$ cat src/rtl/minirisc_pkg.sv
// Shared constants and state encoding for the minirisc program feeder.
package minirisc_pkg;

  localparam int DW = 8;
  localparam logic [7:0] OPC_HALT = 8'h00;

  typedef enum logic [1:0] {
    IDLE = 2'd0,
    RUN  = 2'd1,
    DONE = 2'd2
  } feeder_state_t;

endpackage

$ cat src/rtl/prog_buf_ram.sv
// Program buffer storage: register array with one synchronous write port and one async read port.
module prog_buf_ram #(
  parameter int DEPTH = 16,
  parameter int W     = 16
) (
  input  logic                     clk,
  input  logic                     we,
  input  logic [$clog2(DEPTH)-1:0] waddr,
  input  logic [W-1:0]             wdata,
  input  logic [$clog2(DEPTH)-1:0] raddr,
  output logic [W-1:0]             rdata
);

  logic [W-1:0] mem [DEPTH];

  always_ff @(posedge clk) begin
    if (we) mem[waddr] <= wdata;
  end

  assign rdata = mem[raddr];

endmodule

$ cat src/rtl/minirisc_prog_feeder.sv
// Buffers (opcode, operand) pairs from a host and issues them to tt_um_minirisc over a valid/ready stream.
// Define PROG_REPLAY_EN to keep the program after a run and replay it from entry 0 on every start.
module minirisc_prog_feeder
  import minirisc_pkg::*;
#(
  parameter int DEPTH = 16,
  parameter int DW    = minirisc_pkg::DW
) (
  input  logic                   clk,
  input  logic                   rst_n,
  input  logic                   ena,
  input  logic                   clear,
  input  logic                   load_valid,
  input  logic [DW-1:0]          load_opc,
  input  logic [DW-1:0]          load_opr,
  output logic                   load_ready,
  input  logic                   start,
  input  logic                   core_ready,
  output logic                   core_valid,
  output logic [DW-1:0]          core_opc,
  output logic [DW-1:0]          core_opr,
  output logic                   busy,
  output logic                   done,
  output logic                   err_empty,
  output logic [$clog2(DEPTH):0] count
);

  localparam int AW = $clog2(DEPTH);
  localparam int CW = AW + 1;

  feeder_state_t   state_reg, state_next;
  logic [AW-1:0]   wr_ptr_reg, wr_ptr_next;
  logic [AW-1:0]   rd_ptr_reg, rd_ptr_next;
  logic [CW-1:0]   count_reg, count_next;
  logic            err_reg, err_next;
  logic            cv_reg, cv_next;
  logic [DW-1:0]   opc_reg, opc_next;
  logic [DW-1:0]   opr_reg, opr_next;

  logic            load_fire;
  logic            xfer;
  logic            last;
  logic [AW-1:0]   raddr;
  logic [2*DW-1:0] rdata;

  assign load_ready = (state_reg == IDLE) && (count_reg < CW'(DEPTH));
  assign load_fire  = ena && !clear && load_valid && load_ready;
  assign xfer       = (state_reg == RUN) && cv_reg && core_ready;

  // In RUN the next entry is prefetched so it can be registered on the transfer edge.
  assign raddr = (state_reg == RUN) ? rd_ptr_reg + AW'(1) : rd_ptr_reg;

  prog_buf_ram #(
    .DEPTH (DEPTH),
    .W     (2*DW)
  ) u_buf (
    .clk   (clk),
    .we    (load_fire),
    .waddr (wr_ptr_reg),
    .wdata ({load_opc, load_opr}),
    .raddr (raddr),
    .rdata (rdata)
  );

`ifdef PROG_REPLAY_EN
  assign last = (opc_reg == DW'(OPC_HALT)) || ({1'b0, rd_ptr_reg} + CW'(1) == count_reg);
`else
  assign last = (opc_reg == DW'(OPC_HALT)) || (count_reg == CW'(1));
`endif

  always_ff @(posedge clk) begin
    if (!rst_n) begin
      state_reg  <= IDLE;
      wr_ptr_reg <= '0;
      rd_ptr_reg <= '0;
      count_reg  <= '0;
      err_reg    <= 1'b0;
      cv_reg     <= 1'b0;
      opc_reg    <= '0;
      opr_reg    <= '0;
    end else begin
      state_reg  <= state_next;
      wr_ptr_reg <= wr_ptr_next;
      rd_ptr_reg <= rd_ptr_next;
      count_reg  <= count_next;
      err_reg    <= err_next;
      cv_reg     <= cv_next;
      opc_reg    <= opc_next;
      opr_reg    <= opr_next;
    end
  end

  always_comb begin
    state_next  = state_reg;
    wr_ptr_next = wr_ptr_reg;
    rd_ptr_next = rd_ptr_reg;
    count_next  = count_reg;
    err_next    = err_reg;
    cv_next     = cv_reg;
    opc_next    = opc_reg;
    opr_next    = opr_reg;

    if (clear) begin
      state_next  = IDLE;
      wr_ptr_next = '0;
      rd_ptr_next = '0;
      count_next  = '0;
      err_next    = 1'b0;
      cv_next     = 1'b0;
      opc_next    = '0;
      opr_next    = '0;
    end else if (ena) begin
      case (state_reg)
        IDLE: begin
          if (load_fire) begin
            wr_ptr_next = wr_ptr_reg + AW'(1);
            count_next  = count_reg + CW'(1);
          end
          if (start) begin
            if (count_reg != '0 || load_fire) begin
              state_next = RUN;
              cv_next    = 1'b1;
              // A pair written this same cycle may be the first one to issue.
              if (load_fire && wr_ptr_reg == rd_ptr_reg) begin
                opc_next = load_opc;
                opr_next = load_opr;
              end else begin
                opc_next = rdata[2*DW-1:DW];
                opr_next = rdata[DW-1:0];
              end
            end else begin
              err_next = 1'b1;
            end
          end
        end
        RUN: begin
          if (xfer) begin
            if (last) begin
              state_next  = DONE;
              cv_next     = 1'b0;
              opc_next    = '0;
              opr_next    = '0;
              rd_ptr_next = '0;
`ifndef PROG_REPLAY_EN
              wr_ptr_next = '0;
              count_next  = '0;
`endif
            end else begin
              rd_ptr_next = rd_ptr_reg + AW'(1);
              opc_next    = rdata[2*DW-1:DW];
              opr_next    = rdata[DW-1:0];
`ifndef PROG_REPLAY_EN
              count_next  = count_reg - CW'(1);
`endif
            end
          end
        end
        DONE: begin
          state_next = IDLE;
        end
        default: begin
          state_next = IDLE;
        end
      endcase
    end
  end

  assign core_valid = cv_reg;
  assign core_opc   = opc_reg;
  assign core_opr   = opr_reg;
  assign busy       = (state_reg == RUN);
  assign done       = (state_reg == DONE);
  assign err_empty  = err_reg;
  assign count      = count_reg;

endmodule

$ cat config.mk
export PLATFORM = sky130hd
export DESIGN_NAME = minirisc_prog_feeder
export DESIGN_NICKNAME = d
export VERILOG_FILES = /design/src/rtl/minirisc_pkg.sv /design/src/rtl/prog_buf_ram.sv /design/src/rtl/minirisc_prog_feeder.sv
export SDC_FILE = /design/constraint.sdc
export NUM_CORES = 1
export LEC_CHECK = 0
export ABC_AREA = 1
export BUFFER_PORTS_ARGS = -buffer_cell sky130_fd_sc_hd__buf_4
export CORE_MARGIN = 2
export CORE_UTILIZATION = 56
export DETAILED_ROUTE_END_ITERATION = 6
export PLACE_DENSITY_LB_ADDON = 0.12
export SLEW_MARGIN = 10
export SYNTH_ARGS = -nofsm -noshare
export SYNTH_HDL_FRONTEND = slang
export SYNTH_SLANG_ARGS = --single-unit
$ cat constraint.sdc
create_clock -name clk -period 2.15 [get_ports clk]
set_input_delay 0.1075 -clock clk [delete_from_list [all_inputs] [get_ports clk]]
set_output_delay 0.1075 -clock clk [all_outputs]
set_load 0.02 [all_outputs]
* Word-level counts from Yosys, hierarchy flattened
Memories as Yosys holds them, arrays and structs flattened.
Cells that the tools add are included.
** Word-level totals
- Bits of input ports :: 23
- Memories :: 1
- Word-level logic and storage cells :: 81
- Memory bits (writable) :: 256
- Register bits after elaboration :: 33
- Output and inout bits :: 26
** Memory list
- u_buf.mem :: words 16, width 16, rd ports 1, clocked after memory_dff 0, wr ports 1, RTL line prog_buf_ram.sv:14 : logic [W-1:0] mem [DEPTH];
** Operators by class
- Order comparisons :: 1
- Multiplexer cells :: 34
- Reductions and logical operators :: 22
- $add $sub $neg :: 4
- Eq/ne operators :: 9
- Bitwise logic cells :: 2
** Operators with widths (count)
- $mux 8 :: 10
- $pmux 8 s2 :: 2
- $mux 4 :: 5
- $mux 5 :: 3
- $reduce_and 5->1 :: 3
- $pmux 5 s2 :: 1
- $add 4x1->4 const B :: 2
- $logic_not 8->1 :: 1
- $mux 2 :: 4
- $pmux 4 s2 :: 1
- $reduce_and 4->1 :: 2
- $logic_and 1x1->1 :: 7
- $mux 1 :: 6
- $ne 2x1->1 const B :: 3
- $reduce_and 6->1 :: 1
- $add 5x1->5 const B :: 1
- $eq 5x1->1 const B :: 1
- $lt 5x5->1 const B :: 1
- $reduce_bool 5->1 :: 1
- $sub 5x1->5 const B :: 1
- $eq 4x4->1 :: 1
- $ne 2x2->1 const B :: 2
- $pmux 2 s2 :: 1
- $reduce_and 3->1 :: 1
- other kinds (9) :: 11

* Depth between registers and ports, before layout
Gate-level depths: netlist of run 1.
- Word-level depth :: 9
- Depth in mapped cells :: 13
- Gate-level depth less buffers :: 11

* Cells and area by module
From an unflattened synthesis of run 1, not the netlist that was laid out.
** Unflattened totals
- Cell total of the unflattened synthesis :: 1429
- Area, all modules :: 13466.7 um^2
** By module, submodules not included
- prog_buf_ram :: seq. area each 7687.4 um^2, instances 1, area each 11060.6 um^2, cells each 1058
- minirisc_prog_feeder :: seq. area each 660.6 um^2, instances 1, area each 2406.1 um^2, cells each 371

* Worst setup path before layout of run 1
Ideal clock, no wire load.
- Path kind :: register -> register
- Start :: register state_reg[0]
- End :: memory u_buf.mem[0][0] (enable)
- Library setup time :: 0.388 ns
- Stages on the path, launching flop included :: 7
- Data required time :: 1.762 ns
- Path slack :: -0.097 ns
- Path buffers :: 1
- Arrival :: 1.859 ns
- Clock period less this slack :: 2.247 ns
- Cells stage by stage :: dfxtp_1 -> buf_2 -> nor2_2 -> inv_2 -> nor3_4 -> nand2_1 -> nor2_1
** Between the ends
- Cells in the longest elaborated chain, start to end :: 5
** RTL lines
- start, declared :: RTL line minirisc_prog_feeder.sv:31 : feeder_state_t state_reg, state_next;
- start signal, assigned :: RTL line minirisc_prog_feeder.sv:82 : state_reg <= state_next;
- $logic_not 2->1 :: RTL line minirisc_prog_feeder.sv:46 : assign load_ready = (state_reg == IDLE) && (count_reg < CW'(DEPTH));
- $logic_and 1x1->1 :: RTL line minirisc_prog_feeder.sv:46
- $logic_and 1x1->1 :: RTL line minirisc_prog_feeder.sv:47 : assign load_fire = ena && !clear && load_valid && load_ready;
- $mux 1 :: RTL line prog_buf_ram.sv:17 : if (we) mem[waddr] <= wdata;
- $mux 1 (implied by the code) :: RTL line prog_buf_ram.sv:17
- end, declared :: RTL line prog_buf_ram.sv:14
Every way passes these cells.

* Worst setup path in the final report of run 1
- Start :: register rd_ptr_reg[0]
- End :: register opr_reg[2] (netlist: core_opr[2])
** Between the ends
- Cells in the longest elaborated chain, start to end :: 7
- Elaborated cells between the ends (all ways) :: 11
- Classes of those cells :: 1 x add/sub; 1 x eq/ne; 7 x mux; 1 x reduce/logical; 1 x memory
** RTL lines
- start, declared :: RTL line minirisc_prog_feeder.sv:33 : logic [AW-1:0] rd_ptr_reg, rd_ptr_next;
- start signal, assigned :: RTL line minirisc_prog_feeder.sv:84 : rd_ptr_reg <= rd_ptr_next;
- $add 4x1->4 :: RTL line minirisc_prog_feeder.sv:51 : assign raddr = (state_reg == RUN) ? rd_ptr_reg + AW'(1) : rd_ptr_reg;
- $mux 4 :: RTL line minirisc_prog_feeder.sv:51
- $mem_v2 16x16
- $mux 8 :: RTL line minirisc_prog_feeder.sv:124 : if (load_fire && wr_ptr_reg == rd_ptr_reg) begin
- $mux 8 :: RTL line minirisc_prog_feeder.sv:120 : if (count_reg != '0 || load_fire) begin
- $mux 8 :: RTL line minirisc_prog_feeder.sv:119 : if (start) begin
- $pmux 8 s2 (*) :: RTL line minirisc_prog_feeder.sv:113 : case (state_reg)
- end signal, assigned :: RTL line minirisc_prog_feeder.sv:89 : opr_reg <= opr_next;
- end, declared :: RTL line minirisc_prog_feeder.sv:38 : logic [DW-1:0] opr_reg, opr_next;
Mark *: on every way between the ends. The rest lies on a longest branch, timed or not. The select of a mux whose other input is x is not followed.
A chain may end at the register's enable or synchronous reset.

==> flow_summary.toml, run 1 <==
[routing]
vias_per_cell = 5.43
drtIter0Drc = 995
dr_wl_met2_um = 16300
drc = 0
routed-wl-met3_um = 3220
ant_nets = 0
num_vias = 9971
wl_met1_um = 14800
drt_pre_antenna_iters = 5
wirelength_um = 35300
wire_per_inst_um = 19.2
highest_layer = "met4"

[cts]
postCtsSetupRepairBufs = 0
cts_tree = "yes"
cts.htree.levels = 1
clock_latency_ns = 0.57
cts.clk_slew.worst_paths_ns = 0.06
numCtsBuffers = 31
cts-root-buf = "clkbuf_16"
clockBufferDepth = 3
cts_sinks = 289

[hold_path]
hold-path-cell-count = 6
whs_endpoint = "state_reg[0]"
hold_path.class = "in2reg"
worstHoldStart = "ena"

[setup_path]
critPathKind = "reg2reg"
worstPathRequired_ns = 2.61
cp_max_fo = 34
arrival_ns = 2.52
r2r_end = "core_opr[2]"
worstRegToRegCells = 11
r2r-start = "rd_ptr_reg[0]"
start_kind = "register"
reg2reg_slack_ns = 0.09
crit_path_end_kind = "register"

[layout]
fill_cells = 1845
mostFrequentLayoutCell = "nand3_1"
drive_gt1_share_pct = 13.8
largest_register_ffs = 256
final_cell_mix = "329 x nand3_1, 299 x inv_1, 256 x edfxtp_1"
fin_nets = 1526
syn_to_final_growth_pct = 18.7
antennaDiodeCount = 0
largest_register = "u_buf.mem"
final_core_util_pct = 67.6
stdcell_count = 1836

[floorplanning]
pin_count = 49
core-area_um2 = 23400
die_y_um = 158
start_util_pct = 57.0
num_rows = 56
die-area_um2 = 25100
dieWidth_um = 158

[global_route]
grt_pass1_wl_um = 54300
grt_pass1_vias = 9445
grt_overflow = 0
antenna_found_initial = 0
grt_start_max_net_pins = 45
grt_usage_pct = 29.0

[place]
portBuffers = 48
place_inst = 1759
dp_hpwl_um = 22400
place_congestion = 0.874

[power_and_ir_drop]
p_leak_nw = 6.82
p_comb_share_pct = 4.9
power.total_mw = 12.0
max-vdd-ir-drop_v = 0.000682
power_density_nw_per_um2 = 760
p_seq_share_pct = 51.0
p_clk_share_pct = 44.1
swShare_pct = 21.6
internal_power_mw = 9.43
p_sw_mw = 2.60

[timing]
fin_crit_ns = 2.06
max_freq_ghz = 0.485
drv_slew = 0
final_hold_viol_count = 0
fin_crit_sh_pct = 96.0
setup_tns_ns = 0
rsz0062_at_grt = "false"
skew_ns = 0.0175
relSlewSlack_pct = 67.3
setup_violations = 0
tightest_slew_ns = 0.488

[logic_synthesis]
yosys_warnings = 0
synthTopCellsByArea = "edfxtp_1 58%, nand3_1 12%, inv_1 8.4%, nand2_1 7.1%, dfxtp_1 5.0%"
syn_nets = 1425
seq_area_frac_synth_pct = 62.6
syn_avg_cell_area_um2 = 9.57
ys_types = 30
yosysTopAreaCell = "edfxtp_1"
synthesis.instances = 1393
synth_seq_cells = 289
synth_top_area_share_pct = 57.6
syn_area_um2 = 13300

[run_status]
status = "finished, final reports clean"

[run]
maxCapViolCount = 0
## per-stage QoR
step,setup slack (ns),instance area (µm²),hold WS (ns)
finish,0.0868,15800,0.125
global route,0.00394,15800,0.154
CTS,0.105,15800,0.110
detailed placement,0.126,14600,0.439
global placement,0.169,14600,0.415
floorplan,-0.0971,13300,0.206
## power groups by stage
stage | Combinational [mW] | Sequential, mW | Clock (mW)
6_report | 0.586 | 6.14 | 5.31
5_1_grt | 0.637 | 6.14 | 5.59
4_1_cts | 0.575 | 6.14 | 5.37
3_5_place_dp | 0.543 | 6.26 | 0
3_3_place_gp | 0.538 | 6.26 | 0
2_1_floorplan | 0.249 | 6.27 | 0
## layer usage
metal / vias up / global-route usage (%)
li1: 4764 / -
met1: 4696 / 42.4
met2: 443 / 44.9
met3: 68 / 5.23
met4: 0 / 8.75
met5: - / 0
## repair_timing
action                     CTS  global route
setup endpoints to repair    0            16
hold endpoints to repair   264             0
hold buffers                20             0
gates resized for setup      0             7
## logic make-up (layout without fill, tap and decap cells)
family                     Yosys count  count (layout)  share of synthesized area [%]
buffers and inverters              369             493                           11.2
adders and majority gates            9               9                          0.844
and+or+nand+nor                    637             637                           21.7
DFF                                289             289                           62.6
AOI/OAI and AO/OA                   81              81                           3.13
xor gates and xnor gates             8               8                          0.525
## synthesized netlist by cell type
cell type and instances:
nor4_1 2, or2_2 3, nand3_2 1, buf_6 4, dfxtp_1 33, a21oi_1 34, buf_1 3, edfxtp_1 256
nor2_1 30, nand4_1 3, inv_1 299, buf_2 37, a211oi_1 1, nor3_1 4, nor2_2 3, nand2_4 2
clkbuf_1 13, xor2_1 8, nand2_2 4, nand3_1 330, nor3_4 1, o21ai_0 34, nand2_1 253, ha_1 9
o21ai_1 8, nor2_4 1, inv_2 3, a31oi_1 2, o21ai_2 2, buf_4 10
## critical path: stages (launching register included)
cell and delay [ns]:
dfxtp_1 0.36, buf_4 0.16, nand3_2 0.20, nand2_8 0.21
buf_16 0.20, nand2_1 0.07, nand3_1 0.10, nand3_1 0.13
nand3_1 0.16, nand3_1 0.11, nand2_1 0.15, a21oi_1 0.08
## layout make-up
cell class	count	area, µm²	share of cell area, %
Multi-Input combinational cell	735	3580	22.6
Tap cell	319	399	2.52
Clock inverter	23	233	1.47
Sequential cell	289	8350	52.7
Clock buffer	33	783	4.95
Timing Repair Buffer	135	1360	8.56
Inverter	302	1130	7.16
## worst max-delay path by stage
stage | depth (start not counted) | startpoint | endpoint
floorplan | 6 | state_reg[0] | u_buf.mem[0][0]
global placement | 7 | state_reg[0] | u_buf.mem[12][14]
detailed placement | 12 | state_reg[0] | core_opr[7]
CTS | 12 | state_reg[1] | core_opr[2]
global route | 12 | state_reg[1] | core_opr[6]
finish | 11 | rd_ptr_reg[0] | core_opr[2]
Power figures use the tool's default switching activity.
==> inputs of run 2 (changes only) <==
--- a/config.mk
+++ b/config.mk
@@ -7,9 +7,12 @@
 export LEC_CHECK = 0
 export ABC_AREA = 1
 export BUFFER_PORTS_ARGS = -buffer_cell sky130_fd_sc_hd__buf_4
+export CELL_PAD_IN_SITES_DETAIL_PLACEMENT = 1
+export CELL_PAD_IN_SITES_GLOBAL_PLACEMENT = 1
 export CORE_MARGIN = 2
-export CORE_UTILIZATION = 56
+export CORE_UTILIZATION = 44
 export DETAILED_ROUTE_END_ITERATION = 6
+export MAX_ROUTING_LAYER = met4
 export PLACE_DENSITY_LB_ADDON = 0.12
 export SLEW_MARGIN = 10
 export SYNTH_ARGS = -nofsm -noshare
==> flow_summary.toml, run 2 (synthesis gave the netlist of run 1 again) <==
[setup_path]
cp_max_fo = 31
arrival_ns = 2.46
crit_start = "state_reg[1]"
critPathKind = "reg2reg"
start_kind = "register"
r2r-start = "state_reg[1]"
worstPathRequired_ns = 2.54
crit_path_end_kind = "register"

[place]
place_congestion = 0.826
portBuffers = 48
dp_hpwl_um = 25700

[timing]
setup_violations = 0
drv_slew = 0
fin_crit_sh_pct = 96.2
rsz0062_at_grt = "true"
relSlewSlack_pct = 66.8
final_hold_viol_count = 0
skew_ns = 0.0154
setup_tns_ns = 0
fin_crit_ns = 2.07
tightest_slew_ns = 0.496
holdWs_ns = 0.0818
max_freq_ghz = 0.483

[routing]
drc = 0
wire_per_inst_um = 22.0
num_vias = 10323
wirelength_um = 42300
drtIter0Drc = 737
vias_per_cell = 5.38
ant_nets = 0
drt_pre_antenna_iters = 7

[floorplanning]
core-area_um2 = 29700
start_util_pct = 44.9
num_rows = 63
dieWidth_um = 178
die-area_um2 = 31700
die_y_um = 178
pin_count = 49

[power_and_ir_drop]
max-vdd-ir-drop_v = 0.000653
p_leak_nw = 6.88
power_density_nw_per_um2 = 761

[global_route]
grt_start_max_net_pins = 49
grt_pass1_wl_um = 63900
antenna_found_initial = 1
grt_overflow = 0
grt_usage_pct = 28.0
grt_pass1_vias = 10615

[layout]
multi_input_area_um2 = 3620
largest_register_ffs = 256
drive_gt1_share_pct = 14.1
syn_to_final_growth_pct = 20.4
fin_nets = 1534
fill_cells = 3298
mostFrequentLayoutCell = "nand3_1"
final_core_util_pct = 54.0
largest_register = "u_buf.mem"
area.sequential_um2 = 8350
final_cell_mix = "329 x nand3_1, 299 x inv_1, 256 x edfxtp_1"

[cts]
cts_tree = "yes"
cts_sinks = 289
numCtsBuffers = 34
clockBufferDepth = 3
cts.htree.levels = 2
cts-root-buf = "clkbuf_16"
cts.clk_slew.worst_paths_ns = 0.06
clock_latency_ns = 0.52

[run_status]
status = "finished, final reports clean"

[hold_path]
worstHoldStart = "rst_n"
hold_path.class = "in2reg"

[run]
maxCapViolCount = 0
## run 2: cell count changes in the layout (fill, tap and decap cells not counted), sizes merged
cell / change
clkbuf: +13
inv: -1
dlygate4sd3: -2
o21ai: +1
clkinv: -4
clkinvlp: -1
diode: +1
bufinv: -2
buf: +5
## run 2: area by class of cell
type | instances | area share [%]
clock inverters | 15 | 0.795
repair buffers | 139 | 8.86
multi-input cells | 736 | 22.6
diodes | 1 | 0.0156
flip-flops and latches | 289 | 52.0
well taps | 390 | 3.04
inverters | 302 | 7.06
clock buffers | 45 | 5.69
## run 2: what timing repair did
item,CTS,global route
buffers inserted,0,1
resized for setup,0,11
setup endpoints to repair,0,143
endpoints found under the hold margin,257,0
hold buffers,18,0
## run 2: through the flow
step	cell area, µm²	setup slack [ns]	cells	total power [mW]
after global placement	14700	0.0261	1834	6.79
after detailed placement	14700	-0.00923	1834	6.80
final	16100	0.0817	1917	12.2
after global routing	16100	-0.0489	1917	12.5
after floorplan	13300	-0.0971	1393	6.52
after CTS	15900	0.00169	1912	12.3
## run 2: report_power, final
| group | internal [mW] | leakage, nW | switching, mW |
|---|---|---|---|
| combinational | 0.194 | 3.80 | 0.381 |
| clock | 3.23 | 0.512 | 2.28 |
| sequential | 6.12 | 2.57 | 0.0181 |
| total | 9.55 | 6.88 | 2.68 |
## run 2: final timing paths
kind                   endpoint  slack (ns)  depth (start not counted)
setup / recovery    core_opc[1]        0.08                         12
hold / removal    wr_ptr_reg[2]        0.08                          4
setup reg to reg    core_opc[1]        0.08                         12
hold reg to reg       err_empty        0.48                          2
## run 2: worst max-delay path, stage by stage, from the launching register on
cell and delay [ns]:
dfxtp_1 0.39, inv_2 0.10, nand2_4 0.20, nand2_2 0.19
nand2_8 0.19, buf_12 0.22, nand2_1 0.08, nand3_1 0.08
nand3_1 0.11, nand3_1 0.15, nand3_1 0.10, nand2_1 0.07
a21oi_1 0.06
## run 2: metal layers
| metal | track usage [%] | share of wire, % |
|---|---|---|
| met1 | 37.2 | 44 |
| met2 | 45.2 | 47 |
| met3 | 3.54 | 5.8 |
| met4 | 8.33 | 2.9 |
| met5 | - | 0 |
